## src/rtl/dram_req_responder_if.sv

```systemverilog
// dram_req_responder_if: word request bus plus half-word SDRAM controller port of the DRAM responder.
interface dram_req_responder_if #(parameter int ADDR_BITS = 16);
    logic [ADDR_BITS-1:0] req_addr;
    logic                 req_read_en;
    logic                 req_write_en;
    logic [3:0]           req_byte_enable;
    logic [31:0]          req_write_data;
    logic                 req_ack;
    logic [31:0]          req_read_data;
    logic                 busy;
    logic                 req_overrun;
    logic                 mc_cmd_valid;
    logic                 mc_cmd_ready;
    logic                 mc_cmd_write;
    logic [ADDR_BITS:0]   mc_cmd_addr;
    logic [15:0]          mc_cmd_wdata;
    logic [1:0]           mc_cmd_be;
    logic                 mc_rdata_valid;
    logic [15:0]          mc_rdata;
    modport master (
        output req_addr, req_read_en, req_write_en, req_byte_enable, req_write_data,
        output mc_cmd_ready, mc_rdata_valid, mc_rdata,
        input  req_ack, req_read_data, busy, req_overrun,
        input  mc_cmd_valid, mc_cmd_write, mc_cmd_addr, mc_cmd_wdata, mc_cmd_be
    );
    modport slave (
        input  req_addr, req_read_en, req_write_en, req_byte_enable, req_write_data,
        input  mc_cmd_ready, mc_rdata_valid, mc_rdata,
        output req_ack, req_read_data, busy, req_overrun,
        output mc_cmd_valid, mc_cmd_write, mc_cmd_addr, mc_cmd_wdata, mc_cmd_be
    );
endinterface

```

## src/rtl/dram_req_responder.sv

```systemverilog
// dram_req_responder: splits one 32-bit DRAM request into 16-bit controller commands and acks it once.
module dram_req_responder #(
    parameter int ADDR_BITS = 16
) (
    input logic           clk,
    input logic           reset_n,
    dram_req_responder_if.slave bus
);
    typedef enum logic [2:0] {IDLE, CMD_LO, CMD_HI, WAIT_RD, ACK} state_t;
    state_t               state;
    logic [ADDR_BITS-1:0] addr_r;
    logic [3:0]           be_r;
    logic [31:0]          wd_r;
    logic                 wr_r;
    logic [1:0]           beats;
    logic [15:0]          lo_r;
    logic                 ack_r;
    logic                 valid_r;
    logic                 write_r;
    logic [ADDR_BITS:0]   caddr_r;
    logic [15:0]          cwdata_r;
    logic [1:0]           cbe_r;
    logic [31:0]          rdata_r;
    logic                 ovr_r;
    logic                 req;
    logic                 acc;
    logic                 done;

    assign req  = bus.req_read_en | bus.req_write_en;
    assign acc  = valid_r & bus.mc_cmd_ready;
    // Read completes once both beats are in, including the beat arriving this very cycle.
    assign done = !wr_r && (beats == 2'd2 || (bus.mc_rdata_valid && beats == 2'd1));

    assign bus.req_ack       = ack_r;
    assign bus.req_read_data = rdata_r;
    assign bus.busy          = (state != IDLE) | req;
    assign bus.req_overrun   = ovr_r;
    assign bus.mc_cmd_valid  = valid_r;
    assign bus.mc_cmd_write  = write_r;
    assign bus.mc_cmd_addr   = caddr_r;
    assign bus.mc_cmd_wdata  = cwdata_r;
    assign bus.mc_cmd_be     = cbe_r;

    always_ff @(posedge clk or negedge reset_n) begin
        if (!reset_n) begin
            state    <= IDLE;
            addr_r   <= '0;
            be_r     <= '0;
            wd_r     <= '0;
            wr_r     <= 1'b0;
            beats    <= '0;
            lo_r     <= '0;
            ack_r    <= 1'b0;
            valid_r  <= 1'b0;
            write_r  <= 1'b0;
            caddr_r  <= '0;
            cwdata_r <= '0;
            cbe_r    <= '0;
            rdata_r  <= '0;
            ovr_r    <= 1'b0;
        end else begin
            if (req && state != IDLE)
                ovr_r <= 1'b1;
            if (state != IDLE && !wr_r && bus.mc_rdata_valid && beats != 2'd2) begin
                beats <= beats + 2'd1;
                if (beats == 2'd0)
                    lo_r <= bus.mc_rdata;
                else
                    rdata_r <= {bus.mc_rdata, lo_r};
            end
            case (state)
                IDLE: if (req) begin
                    addr_r  <= bus.req_addr;
                    be_r    <= bus.req_byte_enable;
                    wd_r    <= bus.req_write_data;
                    wr_r    <= bus.req_write_en;
                    write_r <= bus.req_write_en;
                    beats   <= '0;
                    if (bus.req_read_en && bus.req_write_en)
                        ovr_r <= 1'b1;
                    if (!bus.req_write_en || bus.req_byte_enable[1:0] != 2'b00) begin
                        state    <= CMD_LO;
                        valid_r  <= 1'b1;
                        caddr_r  <= {bus.req_addr, 1'b0};
                        cwdata_r <= bus.req_write_data[15:0];
                        cbe_r    <= bus.req_write_en ? bus.req_byte_enable[1:0] : 2'b11;
                    end else if (bus.req_byte_enable[3:2] != 2'b00) begin
                        state    <= CMD_HI;
                        valid_r  <= 1'b1;
                        caddr_r  <= {bus.req_addr, 1'b1};
                        cwdata_r <= bus.req_write_data[31:16];
                        cbe_r    <= bus.req_byte_enable[3:2];
                    end else begin
                        state <= ACK;
                        ack_r <= 1'b1;
                    end
                end
                CMD_LO: if (acc) begin
                    if (!wr_r || be_r[3:2] != 2'b00) begin
                        state    <= CMD_HI;
                        caddr_r  <= {addr_r, 1'b1};
                        cwdata_r <= wd_r[31:16];
                        cbe_r    <= wr_r ? be_r[3:2] : 2'b11;
                    end else begin
                        state   <= ACK;
                        valid_r <= 1'b0;
                        ack_r   <= 1'b1;
                    end
                end
                CMD_HI: if (acc) begin
                    valid_r <= 1'b0;
                    state   <= (wr_r || done) ? ACK : WAIT_RD;
                    ack_r   <= wr_r || done;
                end
                WAIT_RD: if (done) begin
                    state <= ACK;
                    ack_r <= 1'b1;
                end
                ACK: begin
                    state <= IDLE;
                    ack_r <= 1'b0;
                end
                default: state <= IDLE;
            endcase
        end
    end
endmodule

```

## src/flat_wrapper.sv

```systemverilog
// flat-port wrapper written by rule: the top's interface ports become plain ports
module dram_req_responder_flat 
#(
    parameter int ADDR_BITS = 16
)
  (clk, reset_n, bus_req_addr, bus_req_read_en, bus_req_write_en, bus_req_byte_enable, bus_req_write_data, bus_mc_cmd_ready, bus_mc_rdata_valid, bus_mc_rdata, bus_req_ack, bus_req_read_data, bus_busy, bus_req_overrun, bus_mc_cmd_valid, bus_mc_cmd_write, bus_mc_cmd_addr, bus_mc_cmd_wdata, bus_mc_cmd_be);
  dram_req_responder_if #(.ADDR_BITS(ADDR_BITS)) bus_i ();
  input logic clk;
  input logic reset_n;
  input wire logic [$bits(bus_i.req_addr)-1:0] bus_req_addr;
  input wire logic [$bits(bus_i.req_read_en)-1:0] bus_req_read_en;
  input wire logic [$bits(bus_i.req_write_en)-1:0] bus_req_write_en;
  input wire logic [$bits(bus_i.req_byte_enable)-1:0] bus_req_byte_enable;
  input wire logic [$bits(bus_i.req_write_data)-1:0] bus_req_write_data;
  input wire logic [$bits(bus_i.mc_cmd_ready)-1:0] bus_mc_cmd_ready;
  input wire logic [$bits(bus_i.mc_rdata_valid)-1:0] bus_mc_rdata_valid;
  input wire logic [$bits(bus_i.mc_rdata)-1:0] bus_mc_rdata;
  output wire logic [$bits(bus_i.req_ack)-1:0] bus_req_ack;
  output wire logic [$bits(bus_i.req_read_data)-1:0] bus_req_read_data;
  output wire logic [$bits(bus_i.busy)-1:0] bus_busy;
  output wire logic [$bits(bus_i.req_overrun)-1:0] bus_req_overrun;
  output wire logic [$bits(bus_i.mc_cmd_valid)-1:0] bus_mc_cmd_valid;
  output wire logic [$bits(bus_i.mc_cmd_write)-1:0] bus_mc_cmd_write;
  output wire logic [$bits(bus_i.mc_cmd_addr)-1:0] bus_mc_cmd_addr;
  output wire logic [$bits(bus_i.mc_cmd_wdata)-1:0] bus_mc_cmd_wdata;
  output wire logic [$bits(bus_i.mc_cmd_be)-1:0] bus_mc_cmd_be;
  assign bus_i.req_addr = bus_req_addr;
  assign bus_i.req_read_en = bus_req_read_en;
  assign bus_i.req_write_en = bus_req_write_en;
  assign bus_i.req_byte_enable = bus_req_byte_enable;
  assign bus_i.req_write_data = bus_req_write_data;
  assign bus_i.mc_cmd_ready = bus_mc_cmd_ready;
  assign bus_i.mc_rdata_valid = bus_mc_rdata_valid;
  assign bus_i.mc_rdata = bus_mc_rdata;
  assign bus_req_ack = bus_i.req_ack;
  assign bus_req_read_data = bus_i.req_read_data;
  assign bus_busy = bus_i.busy;
  assign bus_req_overrun = bus_i.req_overrun;
  assign bus_mc_cmd_valid = bus_i.mc_cmd_valid;
  assign bus_mc_cmd_write = bus_i.mc_cmd_write;
  assign bus_mc_cmd_addr = bus_i.mc_cmd_addr;
  assign bus_mc_cmd_wdata = bus_i.mc_cmd_wdata;
  assign bus_mc_cmd_be = bus_i.mc_cmd_be;
  dram_req_responder #(.ADDR_BITS(ADDR_BITS)) u_core (.clk(clk), .reset_n(reset_n), .bus(bus_i));
endmodule
```

## config.mk

```make
export PLATFORM = sky130hd
export DESIGN_NAME = dram_req_responder_flat
export DESIGN_NICKNAME = d
export VERILOG_FILES = /design/src/rtl/dram_req_responder_if.sv /design/src/rtl/dram_req_responder.sv /design/src/flat_wrapper.sv
export SDC_FILE = /design/constraint.sdc
export NUM_CORES = 1
export LEC_CHECK = 0
export ABC_AREA = 1
export BUFFER_PORTS_ARGS = -buffer_cell sky130_fd_sc_hd__buf_2
export CORE_UTILIZATION = 58
export DETAILED_ROUTE_END_ITERATION = 10
export GPL_TIMING_DRIVEN = 0
export HOLD_SLACK_MARGIN = 0.06
export PLACE_DENSITY = 0.95
export SYNTH_ARGS = -nofsm -noshare
export SYNTH_HDL_FRONTEND = slang
export SYNTH_SLANG_ARGS = --single-unit
```

## constraint.sdc

```tcl
create_clock -name clk -period 2.3 [get_ports clk]
set_input_delay 0.575 -clock clk [delete_from_list [all_inputs] [get_ports clk]]
set_output_delay 0.575 -clock clk [all_outputs]
set_load 0.03 [all_outputs]
```

==> metrics.md <==
| Metric | Value |
|---|---|
| Die height | 104 µm |
| Area taken by multi-input logic gates | 2460 µm² |
| Synthesis-to-finish area growth | 24.9% |
| Pint | 4.75 mW |
| Top FF cell, synth | dfrtp_1 |
| GRT overflow | 0 |
| Largest net degree at the start of global routing | 91 |
| Crit path arrival time | 1.57 ns |
| Fin nets | 999 |
| Yosys cell types | 26 |
| Power Dens Cells | 976 nW/µm² |
| Clk sink count | 126 |
| PortBufs | 145 |
| Drt total wl | 16.8 mm |
| Post-detail-place hpwl | 11.2 mm |
| Overall power | 7.40 mW |
| Worst VDD drop | 0.00109 V |
| Synth top area cells | dfrtp_1, nand2_1, o21ai_0 |
| Ys Warns | 0 |
| Post-synthesis mux area share | 0 |
| Worst-path clk slew | 0.06 ns |
| Outcome | finished clean |
| LEAKAGE | 4.00 nW |
| Die area | 10900 µm² |
| # diodes | 0 |
| Via count | 5905 |
| Final setup viols | 0 |
| Total CTS buffers | 17 |
| Register area | 3150 µm² |
| Num ports | 146 |
| Achievable frequency | 466 MHz |
| Switching part of the total | 0.358 |
| Clock root cell | clkbuf_8 |
| Ratio of cells with drive above 1 in the final layout | 0.251 |
| Post-layout min period | 2.14 ns |
| Register share of total power | 0.388 |
| Worst-case clock buffer depth | 2 |
| Dominant cell type by area after synthesis | dfrtp_1 |
| Final Max Tran Viols | 0 |
| Placed Instance Area | 6990 µm² |
| Initial detailed-routing violation count | 407 |
| Synthesized flop and latch total | 126 |
| Area share of the largest cell type after synthesis | 0.520 |
| Compound-cell area share of the yosys netlist | 0.0891 |
| Die W | 104 µm |
| Max_cap viols | 0 |
| Antenna-violating nets left | 0 |
| Hold Path Class | input pin to flip-flop |
| Critical Path Start Type | flip-flop |
| Initial Utilization | 0.609 |
| Max transition margin | 0.583 |
| Post-DR wirelength/cell | 15.7 µm |
| PostCTS Resize Cnt | 0 |
| Gr usage total | 0.324 |
| Count leader, synth | nand2_1 |
| Syn_nets | 833 |
| Async SR Flop Fraction | 1.00 |
| Final instance area | 7580 µm² |
| Post-synthesis simple-gate area fraction | 0.308 |
| Sequential area share after synthesis | 0.520 |
| Post-Syn Area | 6070 µm² |
| Post-route DRC violation count | 0 |
| Final hold viol count | 0 |
| Worst slew pin tran | 0.626 ns |
| Vias in the first global route | 5795 |
| Initial antenna violation count | 0 |
| Critical Path Fanout Max | 6 |
| CTS tree | done |
| Post-Synth XOR/XNOR Area | 0 |
| Clock Skews | 0.00658 ns |
| Worst skew pair latency | 0.52 ns |
| NetSw | 2.65 mW |
| FP Rows | 36 |
| Initial DRT Pass Iterations | 6 |
| Syn Area/Cell | 8.04 µm² |
| Critical path type | flip-flop to primary output |
| Gpl congestion | 0.903 |
| Post-synth top cells | nand2_1, dfrtp_1, o21ai_0 |
| Mapped Cells | 755 |
| EDFF count, synth | 0 |
| Core Region | 9950 µm² |
| Req. time, crit path | 1.73 ns |
| Worst Setup End Kind | primary output |
| Post-Synth Adder-Cell Area | 0.00825 |
| Largest family of logic cells by synthesized area | simple AND/OR/NAND/NOR gates |
| First-pass GRT wire length | 27.6 mm |
| Clock share of power | 0.353 |
| Fillers | 677 |
| Comb power frac | 0.259 |
| H-tree Lvls | 4 |
| RSZ-0062 raised after global routing | no |
| Tcrit/Tclk final | 0.932 |
| DR vias/cell | 5.53 |
sequential cells by signal (all words and copies together) (netlist names):
signal                    count
u_core.bus.mc_cmd_valid       1
u_core.bus.req_read_data     32
u_core.wd_r                  16
u_core.bus.mc_cmd_be          2
u_core.bus.mc_cmd_addr       17
u_core.bus.req_overrun        1
u_core.be_r                   2
u_core.state                  3
u_core.addr_r                16
u_core.beats                  2
u_core.bus.req_ack            1
u_core.wr_r                   1
u_core.bus.mc_cmd_wdata      16
u_core.lo_r                  16
cell usage in the layout, fill, tap and decap left out, types with 2 or more instances in the layout:
cell and instances:
a21oi_1 2, buf_2 162, buf_4 2, buf_6 4
bufinv_16 2, clkbuf_1 14, clkbuf_16 16, clkbuf_2 2
clkinvlp_4 4, dfrtp_1 126, ha_1 4, inv_1 62
inv_6 6, nand2_1 295, nand2_2 11, nand2_4 2
nand3_1 71, nand3_2 2, nand3b_1 2, nand4_4 2
nor2_1 16, nor2_4 8, nor2_8 3, o21ai_0 85
o21ai_1 21
final timing paths:
check                                                to  slack (ns)                from  cells after the start
max                                            bus_busy        0.16     u_core.state[1]                      3
min                        u_core.bus.req_read_data[27]        0.27    bus_mc_rdata[11]                      3
max reg2reg                             u_core.lo_r[13]        0.38     u_core.beats[0]                      6
min reg2reg                          u_core.bus.req_ack        0.47  u_core.bus.req_ack                      2
max in group asynchronous    u_core.bus.mc_cmd_wdata[9]        1.05             reset_n                      3
min in group asynchronous  u_core.bus.req_read_data[23]        0.52             reset_n                      2
what timing repair did:
| action | 4_1_cts | 5_1_grt |
|---|---|---|
| hold buffers | 1 | 0 |
| hold endpoints to repair | 36 | 0 |
| buffers inserted | 0 | 0 |
logic make-up (layout without fill, tap and decap cells):
family          after synthesis  in the layout
flops                       126            126
compound gates              108            108
buf+inv                     103            282
simple gates                414            414
fa+ha+maj                     4              4
layer usage:
metal | part of all wire | global-route usage
met4 | 0.035 | 0.142
met3 | 0.083 | 0.0852
met5 | 0 | 0
met2 | 0.51 | 0.565
met1 | 0.37 | 0.376
layout make-up:
class,instances,share of cell area
well taps,133,0.0220
clock buffers,18,0.0552
inverters,64,0.0320
flip-flops and latches,126,0.416
clock inverters,14,0.0206
multi-input cells,526,0.324
repair buffers,147,0.102
plain buffers,39,0.0281
through the flow:
step / TNS [ns] / hold slack [ns] / std cells / util / setup WS (ns)
4_1_cts: 0 / 0.254 / 1067 / 0.761 / 0.129
6_report: 0 / 0.272 / 1067 / 0.761 / 0.156
5_1_grt: 0 / 0.259 / 1067 / 0.761 / 0.0647
3_5_place_dp: 0 / 0.454 / 1034 / 0.702 / 0.422
2_1_floorplan: 0 / 0.279 / 755 / - / 0.648
3_3_place_gp: -114.08 / 0.448 / 1033 / 0.699 / -0.914
worst max-delay path, stage by stage (launching register included):
cell     delay, ns
dfrtp_1       0.44
nor2_4        0.26
nand3_2       0.14
buf_2         0.20
power by group through the flow:
stage          Combinational, mW  Clock [mW]  Sequential [mW]
6_report                    1.92        2.61             2.87
4_1_cts                     1.92        2.63             2.86
2_1_floorplan              0.755           0             3.35
3_5_place_dp                1.88           0             2.89
3_3_place_gp                1.81           0             2.87
5_1_grt                     2.11        2.73             2.91
(Power assumes the default switching activity.)
